`src/rtl/jk_updown_counter_n.sv`:
```
// Modulo-N up/down counter built from JK toggle cells, with load, saturate,
// combinational terminal-count and registered wrap pulse.
module jk_updown_counter_n #(
    parameter int WIDTH    = 4,
    parameter int MODULUS  = 10,
    parameter int SATURATE = 0
) (
    input  logic             clk,
    input  logic             reset,
    input  logic             en,
    input  logic             up_dn,
    input  logic             load,
    input  logic [WIDTH-1:0] load_val,
    output logic [WIDTH-1:0] q,
    output logic             tc,
    output logic             wrap
);

    localparam int unsigned     W     = WIDTH;
    localparam logic [W-1:0]    MAX_Q = W'(MODULUS - 1);
    localparam bit              SAT   = (SATURATE != 0);

    // Reject illegal parameterisations at elaboration.
    if (WIDTH < 1 || WIDTH > 16) begin : g_bad_width
        $error("jk_updown_counter_n: WIDTH must be 1..16");
    end
    if (MODULUS < 2 || MODULUS > (2 ** WIDTH)) begin : g_bad_modulus
        $error("jk_updown_counter_n: MODULUS must be 2..2**WIDTH");
    end

    logic [W-1:0] next_q;
    logic         next_wrap;
    logic [W-1:0] toggle;
    logic [W-1:0] term_val;

    assign term_val = up_dn ? MAX_Q : '0;
    assign tc       = en & ~load & (q == term_val);

    // Target value for the next edge; the terminal cases are explicit so a
    // full-range modulus never depends on binary overflow.
    always_comb begin
        next_q    = q;
        next_wrap = 1'b0;
        if (load) begin
            next_q = (load_val > MAX_Q) ? MAX_Q : load_val;
        end else if (en) begin
            if (up_dn) begin
                if (q == MAX_Q) begin
                    if (!SAT) begin
                        next_q    = '0;
                        next_wrap = 1'b1;
                    end
                end else begin
                    next_q = q + W'(1);
                end
            end else begin
                if (q == '0) begin
                    if (!SAT) begin
                        next_q    = MAX_Q;
                        next_wrap = 1'b1;
                    end
                end else begin
                    next_q = q - W'(1);
                end
            end
        end
    end

    // Each bit toggles exactly where it must change to reach the target.
    assign toggle = q ^ next_q;

    // JK cells with J = K = toggle: q+ = J&~q | ~K&q.
    always_ff @(posedge clk) begin
        if (reset) begin
            q    <= '0;
            wrap <= 1'b0;
        end else begin
            for (int i = 0; i < WIDTH; i++) begin
                q[i] <= (toggle[i] & ~q[i]) | (~toggle[i] & q[i]);
            end
            wrap <= next_wrap;
        end
    end

endmodule
```
`config.mk`:
```
export PLATFORM = sky130hd
export DESIGN_NAME = jk_updown_counter_n
export DESIGN_NICKNAME = d
export VERILOG_FILES = /design/src/rtl/jk_updown_counter_n.sv
export SDC_FILE = /design/constraint.sdc
export NUM_CORES = 1
export LEC_CHECK = 0
export ABC_AREA = 1
export CAP_MARGIN = 30
export CORE_AREA = 2 2 39 41
export CTS_CLUSTER_SIZE = 12
export DETAILED_ROUTE_END_ITERATION = 10
export DIE_AREA = 0 0 41 43
export PLACE_DENSITY = 0.72
export SYNTH_ARGS = -nofsm -noshare
export SYNTH_HDL_FRONTEND = slang
export SYNTH_SLANG_ARGS = --single-unit
```
`constraint.sdc`:
```
create_clock -name clk -period 4 [get_ports clk]
set_input_delay 0.6 -clock clk [delete_from_list [all_inputs] [get_ports clk]]
set_output_delay 0.6 -clock clk [all_outputs]
set_load 0.005 [all_outputs]
```
==> flow_metrics.env, run 1 <==
export IMPL_multi_input_area_um2=324
export IMPL_run_status="completed"
export IMPL_fin_crit_ps=3150
export IMPL_ys_seq_area_share_pct=21.7
export IMPL_vias=497
export IMPL_clock_skew_ps=3.10
export IMPL_start_kind="input port"
export IMPL_clkPwrFrac_pct=32.5
export IMPL_postRouteAntennaNets=0
export IMPL_seq_area_um2=100
export IMPL_clkSlewWorstSetupHoldPaths_ps=40
export IMPL_dpl_worst_slack_ps=843
export IMPL_min_path_cells=2
export IMPL_synth_seq_cells=5
export IMPL_min_period_over_period_pct=78.9
export IMPL_p_int_uw=121
export IMPL_swShare_pct=30.3
export IMPL_vias_per_cell=4.92
export IMPL_final_nets=100
export IMPL_initial_utilization_pct=33.4
export IMPL_clkLatencyLatePin_ps=240
export IMPL_synth_edf_count=0
export IMPL_crit_path_max_fanout=8
export IMPL_syn_nets=82
export IMPL_gp_congestion=0.728
export IMPL_grt_usage_pct=15.1
export IMPL_io_buffer_count=14
export IMPL_grt_max_degree=9
export IMPL_r2r_cells=6
export IMPL_antenna_found_initial=0
export IMPL_synth_async_reset_ratio_pct=0
export IMPL_coreArea_um2=1380
export IMPL_setup_tns_ps=0
export IMPL_ir_worst_vdd_v=0.000251
export IMPL_worstPathRequired_ps=3400
export IMPL_sequentialPowerShare_pct=34.8
export IMPL_power_density_nw_per_um2=271
export IMPL_synth_common_cells="nand2_1 (17), a21oi_1 (6), inv_1 (6), nand3_1 (6)"
export IMPL_synth_cell_types=20
export IMPL_htreeDepth=1
export IMPL_drt_total_wl_um=990
export IMPL_tightest_slew_ps=325
export IMPL_drv_slew=0
export IMPL_grt_pass1_vias=466
export IMPL_max_freq_mhz=317
export IMPL_rsz0062_at_grt="false"
export IMPL_rr_startpoint="q[0]"
export IMPL_holdCritStartpoint="q[2]"
export IMPL_rrSetupSlack_ps=2560
export IMPL_drc=0
export IMPL_diodes=0
export IMPL_total_leakage_power_nw=0.284
export IMPL_firstDrtPassIters=4
export IMPL_cts_resized=0
export IMPL_wl_per_cell_um=9.80
export IMPL_synth_area_leader_cell="dfxtp_1"
export IMPL_ys_top_cells_by_area="dfxtp_1 (22%), nand2_1 (14%), ha_1 (14%)"
export IMPL_grt_overflow=0
export IMPL_rows=14
export IMPL_drt_iter0_drc=1
export IMPL_relSlewSlack_pct=78.3
export IMPL_grt_first_pass_wirelength_um=1830
export IMPL_power_uw=174
export IMPL_synthFlopType="dfxtp_1"
export IMPL_yosysWarnings=0
export IMPL_syn_inst=68
export IMPL_syn_area_um2=462
export IMPL_yosysMostFrequentCell="nand2_1"
export IMPL_synth_top_area_share_pct=21.7
export IMPL_cp_arrival_ps=2550
export IMPL_die_h_um=43
export IMPL_postCtsSetupBuffers=0
export IMPL_setup_viol=0
export IMPL_cts_made_buffers=3
export IMPL_fin_ws_ps=845
export IMPL_hold_path_class="flip-flop to flip-flop"
export IMPL_synth_avg_cell_area_um2=6.79
export IMPL_p_switching_uw=52.7
export IMPL_reg2reg_to="q[1]"
export IMPL_power_frac_comb_pct=32.6
export IMPL_hold_path_end="q[2]"
export IMPL_drive_gt1_share_pct=10.6
export IMPL_io_pins=15
export IMPL_utilization_pct=46.3
export IMPL_cts_tree="built"
export IMPL_dpl_hpwl_um=834
export IMPL_critical_path_class="input port to output pin"
export IMPL_hold_buffers=0
export IMPL_endpoint_kind="output pin"
export IMPL_root_buffer="clkbuf_4"
export IMPL_cts_buffer_depth=2
export IMPL_die_w_um=41
export IMPL_syn_to_final_growth_pct=38.8
export IMPL_die_area_um2=1760
export IMPL_n_fill_cell=155
export IMPL_maxCapViolations=0
export IMPL_hold_viol=0
export IMPL_cts_sinks=5
power by group through the flow:
stage / registers, mW / clock network, mW / logic [mW]
after floorplan: 0.0600 / 0 / 0.0341
after global placement: 0.0611 / 0 / 0.0561
after detailed placement: 0.0613 / 0 / 0.0570
after CTS: 0.0603 / 0.0597 / 0.0572
after global routing: 0.0614 / 0.0623 / 0.0648
final: 0.0604 / 0.0565 / 0.0566
per-stage QoR:
stage / cell area [um^2] / hold slack (ps) / instances
floorplan: 462 / 634 / 68
global placement: 614 / 679 / 97
detailed placement: 614 / 690 / 97
CTS: 641 / 693 / 101
global route: 641 / 756 / 101
finish: 641 / 689 / 101
cells by family after synthesis:
group / Yosys count / share of synthesized area [%]
adders and majority gates: 5 / 13.6
AOI/OAI and AO/OA: 15 / 19.2
DFF: 5 / 21.7
xor gates and xnor gates: 2 / 3.79
buffers and inverters: 9 / 8.13
and+or+nand+nor: 32 / 33.6
area by class of cell:
type,count,share of cell area [%]
clock buffer,4,4.10
timing repair buffer,14,21.9
tap,16,3.13
multi-input combinational,54,50.6
sequential,5,15.6
inverter,8,4.69
critical path: stages:
cell	delay (ps)
clkdlybuf4s50_1	630
inv_1	130
ha_1	310
a21oi_1	120
nand2_1	60
a211oi_1	160
clkdlybuf4s50_1	530
state kept, by name, indices dropped and copies added, names as in the netlist:
signal / cells
q: 4
wrap: 1
how the worst max path moves through the flow:
stage | to | depth (start not counted) | startpoint | slack, ps
2_1_floorplan | tc | 6 | up_dn | 1970
3_3_place_gp | tc | 7 | up_dn | 870
3_5_place_dp | tc | 7 | up_dn | 840
4_1_cts | tc | 7 | up_dn | 840
5_1_grt | tc | 7 | up_dn | 700
6_report | tc | 7 | up_dn | 850
cells in the final DEF, fill, tap and decap left out, drive strengths merged, types with 2 or more instances in the layout:
cell	instances
nand2	17
clkdlybuf4s50	14
inv	8
a21oi	7
nand3	6
ha	5
dfxtp	5
nor2	4
o21ai	4
clkbuf	4
a211oi	2
xnor2	2
nand4	2
and2	2
layer usage:
layer	vias to the layer above	share of wire (%)	wire length, um	track usage [%]
met5	-	0	0	0
li1	264	-	-	-
met1	218	45	441	19.0
met3	0	5.2	51	6.28
met4	0	0	0	4.00
met2	15	50	497	22.8
Power figures use the tool's default switching activity.
==> inputs of run 2 (changes only) <==
Clock period 4 ns to 3.2 ns, I/O delays scaled along.
==> flow_metrics.env, run 2 (same netlist as run 1, synthesis figures left out) <==
export IMPL_cp_arrival_ps=2170
export IMPL_run_status="completed"
export IMPL_diodes=0
export IMPL_cts_buffer_depth=2
export IMPL_final_nets=101
export IMPL_hold_buffers=0
export IMPL_endpoint_kind="output pin"
export IMPL_dpl_hpwl_um=820
export IMPL_gp_congestion=0.723
export IMPL_vias=496
export IMPL_largest_register="q"
export IMPL_io_buffer_count=14
export IMPL_reg2reg_to="q[1]"
export IMPL_clock_skew_ps=1.78
export IMPL_grt_overflow=0
export IMPL_r2r_cells=6
export IMPL_cts_made_buffers=3
export IMPL_worstPathRequired_ps=2720
export IMPL_cts_resized=0
export IMPL_syn_to_final_growth_pct=40.4
export IMPL_rows=14
export IMPL_min_period_over_period_pct=83.0
export IMPL_cts_tree="built"
export IMPL_rrSetupSlack_ps=1750
export IMPL_rsz0062_at_grt="false"
export IMPL_die_w_um=41
export IMPL_clkSlewWorstSetupHoldPaths_ps=40
export IMPL_antenna_found_initial=0
export IMPL_die_h_um=43
export IMPL_grt_max_degree=9
export IMPL_ir_worst_vdd_v=0.000228
export IMPL_wl_per_cell_um=10.0
export IMPL_postCtsSetupBuffers=0
export IMPL_clkLatencyLatePin_ps=240
export IMPL_grt_first_pass_wirelength_um=1750
export IMPL_coreArea_um2=1380
export IMPL_grt_pass1_vias=434
export IMPL_maxCapViolations=0
export IMPL_max_freq_mhz=377
export IMPL_vias_per_cell=4.86
export IMPL_sequentialPowerShare_pct=34.2
export IMPL_power_uw=220
export IMPL_postRouteAntennaNets=0
export IMPL_cts_sinks=5
export IMPL_initial_utilization_pct=33.4
export IMPL_mostFrequentLayoutCell="nand2_1"
export IMPL_power_density_nw_per_um2=339
export IMPL_power_frac_comb_pct=32.8
export IMPL_p_int_uw=152
export IMPL_htreeDepth=1
export IMPL_largest_reg_flops=4
export IMPL_setup_viol=0
export IMPL_tightest_slew_ps=291
export IMPL_drc=0
export IMPL_rr_startpoint="q[0]"
export IMPL_clkPwrFrac_pct=33.0
export IMPL_hold_viol=0
export IMPL_drt_iter0_drc=11
export IMPL_p_switching_uw=67.8
export IMPL_root_buffer="clkbuf_4"
export IMPL_relSlewSlack_pct=80.4
export IMPL_die_area_um2=1760
export IMPL_drive_gt1_share_pct=11.6
export IMPL_critical_path_class="input port to output pin"
export IMPL_io_pins=15
export IMPL_holdCritStartpoint="q[3]"
export IMPL_drt_total_wl_um=1020
export IMPL_crit_path_max_fanout=4
export IMPL_layout_common_cells="nand2_1 (17), clkdlybuf4s50_1 (14), inv_1 (6), a21oi_1 (6), nand3_1 (6)"
export IMPL_fin_crit_ps=2650
export IMPL_start_kind="input port"
export IMPL_grt_usage_pct=14.8
export IMPL_drv_slew=0
export IMPL_min_path_cells=2
export IMPL_setup_tns_ps=0
export IMPL_hold_path_class="flip-flop to flip-flop"
export IMPL_largestRegisters="q: 4 flops, wrap: 1 flops"
export IMPL_total_leakage_power_nw=0.289
export IMPL_swShare_pct=30.8
export IMPL_hold_path_end="q[3]"
export IMPL_firstDrtPassIters=4
-- run 2: changes by cell type in the layout (fill, tap and decap cells not counted) --
cell / change
buf_4: +1
-- run 2: routing by layer --
metal | global-route usage, % | up-vias | share of wire (%)
met5 | 0 | - | 0
met1 | 17.7 | 210 | 44
met4 | 4.00 | 0 | 0.88
met3 | 6.28 | 3 | 5.6
li1 | - | 267 | -
met2 | 23.1 | 16 | 50
-- run 2: how the worst max path moves through the flow --
stage / from / to / slack, ps / cells after the start
3_5_place_dp: up_dn / tc / 540 / 7
5_1_grt: up_dn / tc / 430 / 7
2_1_floorplan: up_dn / tc / 1410 / 6
6_report: up_dn / tc / 550 / 7
4_1_cts: up_dn / tc / 540 / 7
3_3_place_gp: up_dn / tc / 550 / 7
-- run 2: layout make-up --
class / count / area [um^2]
fillers: 151 / 736
inverters: 8 / 30.0
clock buffers: 4 / 26.3
flip-flops and latches: 5 / 100
repair buffers: 15 / 148
multi-input cells: 54 / 324
well taps: 16 / 20.0
-- run 2: power groups by stage --
stage          clock (mW)  combinational (mW)  sequential, mW
6_report           0.0725              0.0721          0.0753
5_1_grt            0.0788              0.0825          0.0762
4_1_cts            0.0753              0.0725          0.0756
3_5_place_dp            0              0.0719          0.0767
3_3_place_gp            0              0.0706          0.0763
2_1_floorplan           0              0.0427          0.0750
-- run 2: per-stage QoR --
step	std cells	worst slack (ps)	cell area [um^2]	hold slack [ps]	utilization, %
5_1_grt	102	431	648	716	46.8
2_1_floorplan	68	1410	462	550	-
6_report	102	545	648	676	46.8
4_1_cts	102	537	648	680	46.8
3_3_place_gp	98	551	622	674	44.9
3_5_place_dp	98	545	622	675	44.9
-- run 2: critical path: stages --
cell and delay, ps:
clkdlybuf4s50_1 470, inv_1 70, ha_1 290, a21oi_1 110, nand2_1 60, a211oi_1 160, clkdlybuf4s50_1 530
==> inputs of run 3 (changes only) <==
Settings changed: PLACE_DENSITY 0.72 to 0.74.
Clock period 3.2 ns to 2.4 ns, I/O delays scaled along.
==> flow_metrics.env, run 3 (same netlist as run 1, synthesis figures left out) <==
export IMPL_endpoint_kind="output pin"
export IMPL_multi_input_area_um2=324
export IMPL_ir_worst_vdd_v=0.000455
export IMPL_layout_common_cells="nand2_1 (17), clkdlybuf4s50_1 (13), inv_1 (6), a21oi_1 (6), nand3_1 (6)"
export IMPL_htreeDepth=1
export IMPL_tightest_slew_ps=287
export IMPL_max_freq_mhz=469
export IMPL_largest_reg_flops=4
export IMPL_largest_register="q"
export IMPL_dpl_hpwl_um=862
export IMPL_clkSlewWorstSetupHoldPaths_ps=40
export IMPL_clkLatencyLatePin_ps=240
export IMPL_largestRegisters="q: 4 flops, wrap: 1 flops"
export IMPL_final_nets=104
export IMPL_r2r_cells=6
export IMPL_start_kind="input port"
export IMPL_dpl_cell_count=101
export IMPL_grt_first_pass_wirelength_um=1710
export IMPL_drive_gt1_share_pct=14.6
export IMPL_drt_iter0_drc=3
export IMPL_drc=0
export IMPL_drt_total_wl_um=1030
export IMPL_die_area_um2=1760
export IMPL_syn_to_final_growth_pct=45.0
export IMPL_n_fill_cell=137
export IMPL_min_period_over_period_pct=88.8
export IMPL_setup_tns_ps=0
export IMPL_cts_tree="built"
export IMPL_stdcell_area_um2=669
export IMPL_hold_path_class="flip-flop to flip-flop"
export IMPL_cts_made_buffers=3
export IMPL_power_uw=295
export IMPL_rrSetupSlack_ps=1030
export IMPL_run_status="completed"
export IMPL_placed_cell_area_um2=644
export IMPL_root_buffer="clkbuf_4"
export IMPL_hold_viol=0
export IMPL_clock_skew_ps=2.78
export IMPL_rows=14
export IMPL_startpoint="up_dn"
export IMPL_relSlewSlack_pct=80.7
export IMPL_rr_startpoint="q[0]"
export IMPL_drv_slew=0
export IMPL_setup_viol=0
export IMPL_cts_buffer_depth=2
export IMPL_grt_overflow=0
export IMPL_critical_path_class="input port to output pin"
export IMPL_cts_sinks=5
export IMPL_crit_path_max_fanout=2
export IMPL_seq_area_um2=100
export IMPL_fin_crit_ps=2130
export IMPL_reg2reg_to="q[1]"
export IMPL_antenna_found_initial=0
export IMPL_initial_utilization_pct=33.4
export IMPL_power_density_nw_per_um2=440
export IMPL_mostFrequentLayoutCell="nand2_1"
export IMPL_setup_worst_path_end="tc"
export IMPL_cp_arrival_ps=1770
export IMPL_postRouteAntennaNets=0
export IMPL_wl_per_cell_um=9.76
export IMPL_io_pins=15
export IMPL_diodes=0
export IMPL_grt_max_degree=9
export IMPL_gp_congestion=0.772
export IMPL_total_leakage_power_nw=0.308
export IMPL_rsz0062_at_grt="false"
export IMPL_coreArea_um2=1380
export IMPL_worstPathRequired_ps=2040
export IMPL_vias_per_cell=4.83
export IMPL_die_h_um=43
export IMPL_grt_pass1_vias=447
export IMPL_firstDrtPassIters=4
export IMPL_vias=507
export IMPL_fin_cells=105
export IMPL_die_w_um=41
export IMPL_grt_usage_pct=14.1
export IMPL_io_buffer_count=14
export IMPL_maxCapViolations=0
## run 3: cell types whose count changed in the layout (fill, tap and decap cells not counted)
cell / previous run / this run
buf_4: 1 / 4
clkdlybuf4s50_1: 14 / 13
dlygate4sd2_1: 0 / 1
## run 3: worst max-delay path, cell delays in order
cell and delay, ps:
clkdlybuf4s50_1 480, inv_1 60, ha_1 280, a21oi_1 110, nand2_1 60, a211oi_1 160, dlygate4sd2_1 260
## run 3: repair_timing
action | in CTS | in global routing
hold buffers | 0 | 0
resized for setup | 1 | 0
buffers inserted | 0 | 0
endpoints found under the hold margin | 0 | 0
endpoints found under the setup margin | 1 | 0
## run 3: routing by layer
layer | global-route usage [%] | wire [um] | vias to the layer above
met1 | 15.5 | 399 | 216
met2 | 24.1 | 548 | 21
met5 | 0 | 0 | -
met4 | 4.00 | 0 | 0
met3 | 4.71 | 77 | 0
li1 | - | - | 270
## run 3: worst min path at each step
stage / slack (ps) / start / to / depth (start not counted)
final: 680 / q[3] / q[3] / 2
after global routing: 720 / q[3] / q[3] / 2
after CTS: 680 / q[3] / q[3] / 2
after detailed placement: 670 / q[3] / q[3] / 2
after global placement: 670 / q[3] / q[3] / 2
after floorplan: 430 / reset / wrap / 1
## run 3: layout make-up
| cell class | instances | area share [%] |
|---|---|---|
| timing repair buffer | 18 | 25.2 |
| clock buffer | 4 | 3.93 |
| inverter | 8 | 4.49 |
| tap | 16 | 2.99 |
| sequential | 5 | 15.0 |
| multi-input combinational | 54 | 48.4 |
## run 3: report_power, final
part	switching, mW	leakage, nW	total [mW]	internal, mW
sequential	0.00920	0.0414	0.0987	0.0895
combinational	0.0483	0.252	0.102	0.0540
clock	0.0312	0.0150	0.0938	0.0626
total	0.0887	0.308	0.295	0.206
## run 3: stage by stage
step                      worst slack (ps)  hold slack [ps]  util [%]
final                                  268              681      48.4
after global routing                  94.6              718      48.4
after CTS                              253              677      48.4
after detailed placement             -28.2              671      46.6
after global placement               -8.70              673      46.6
after floorplan                        852              430         -
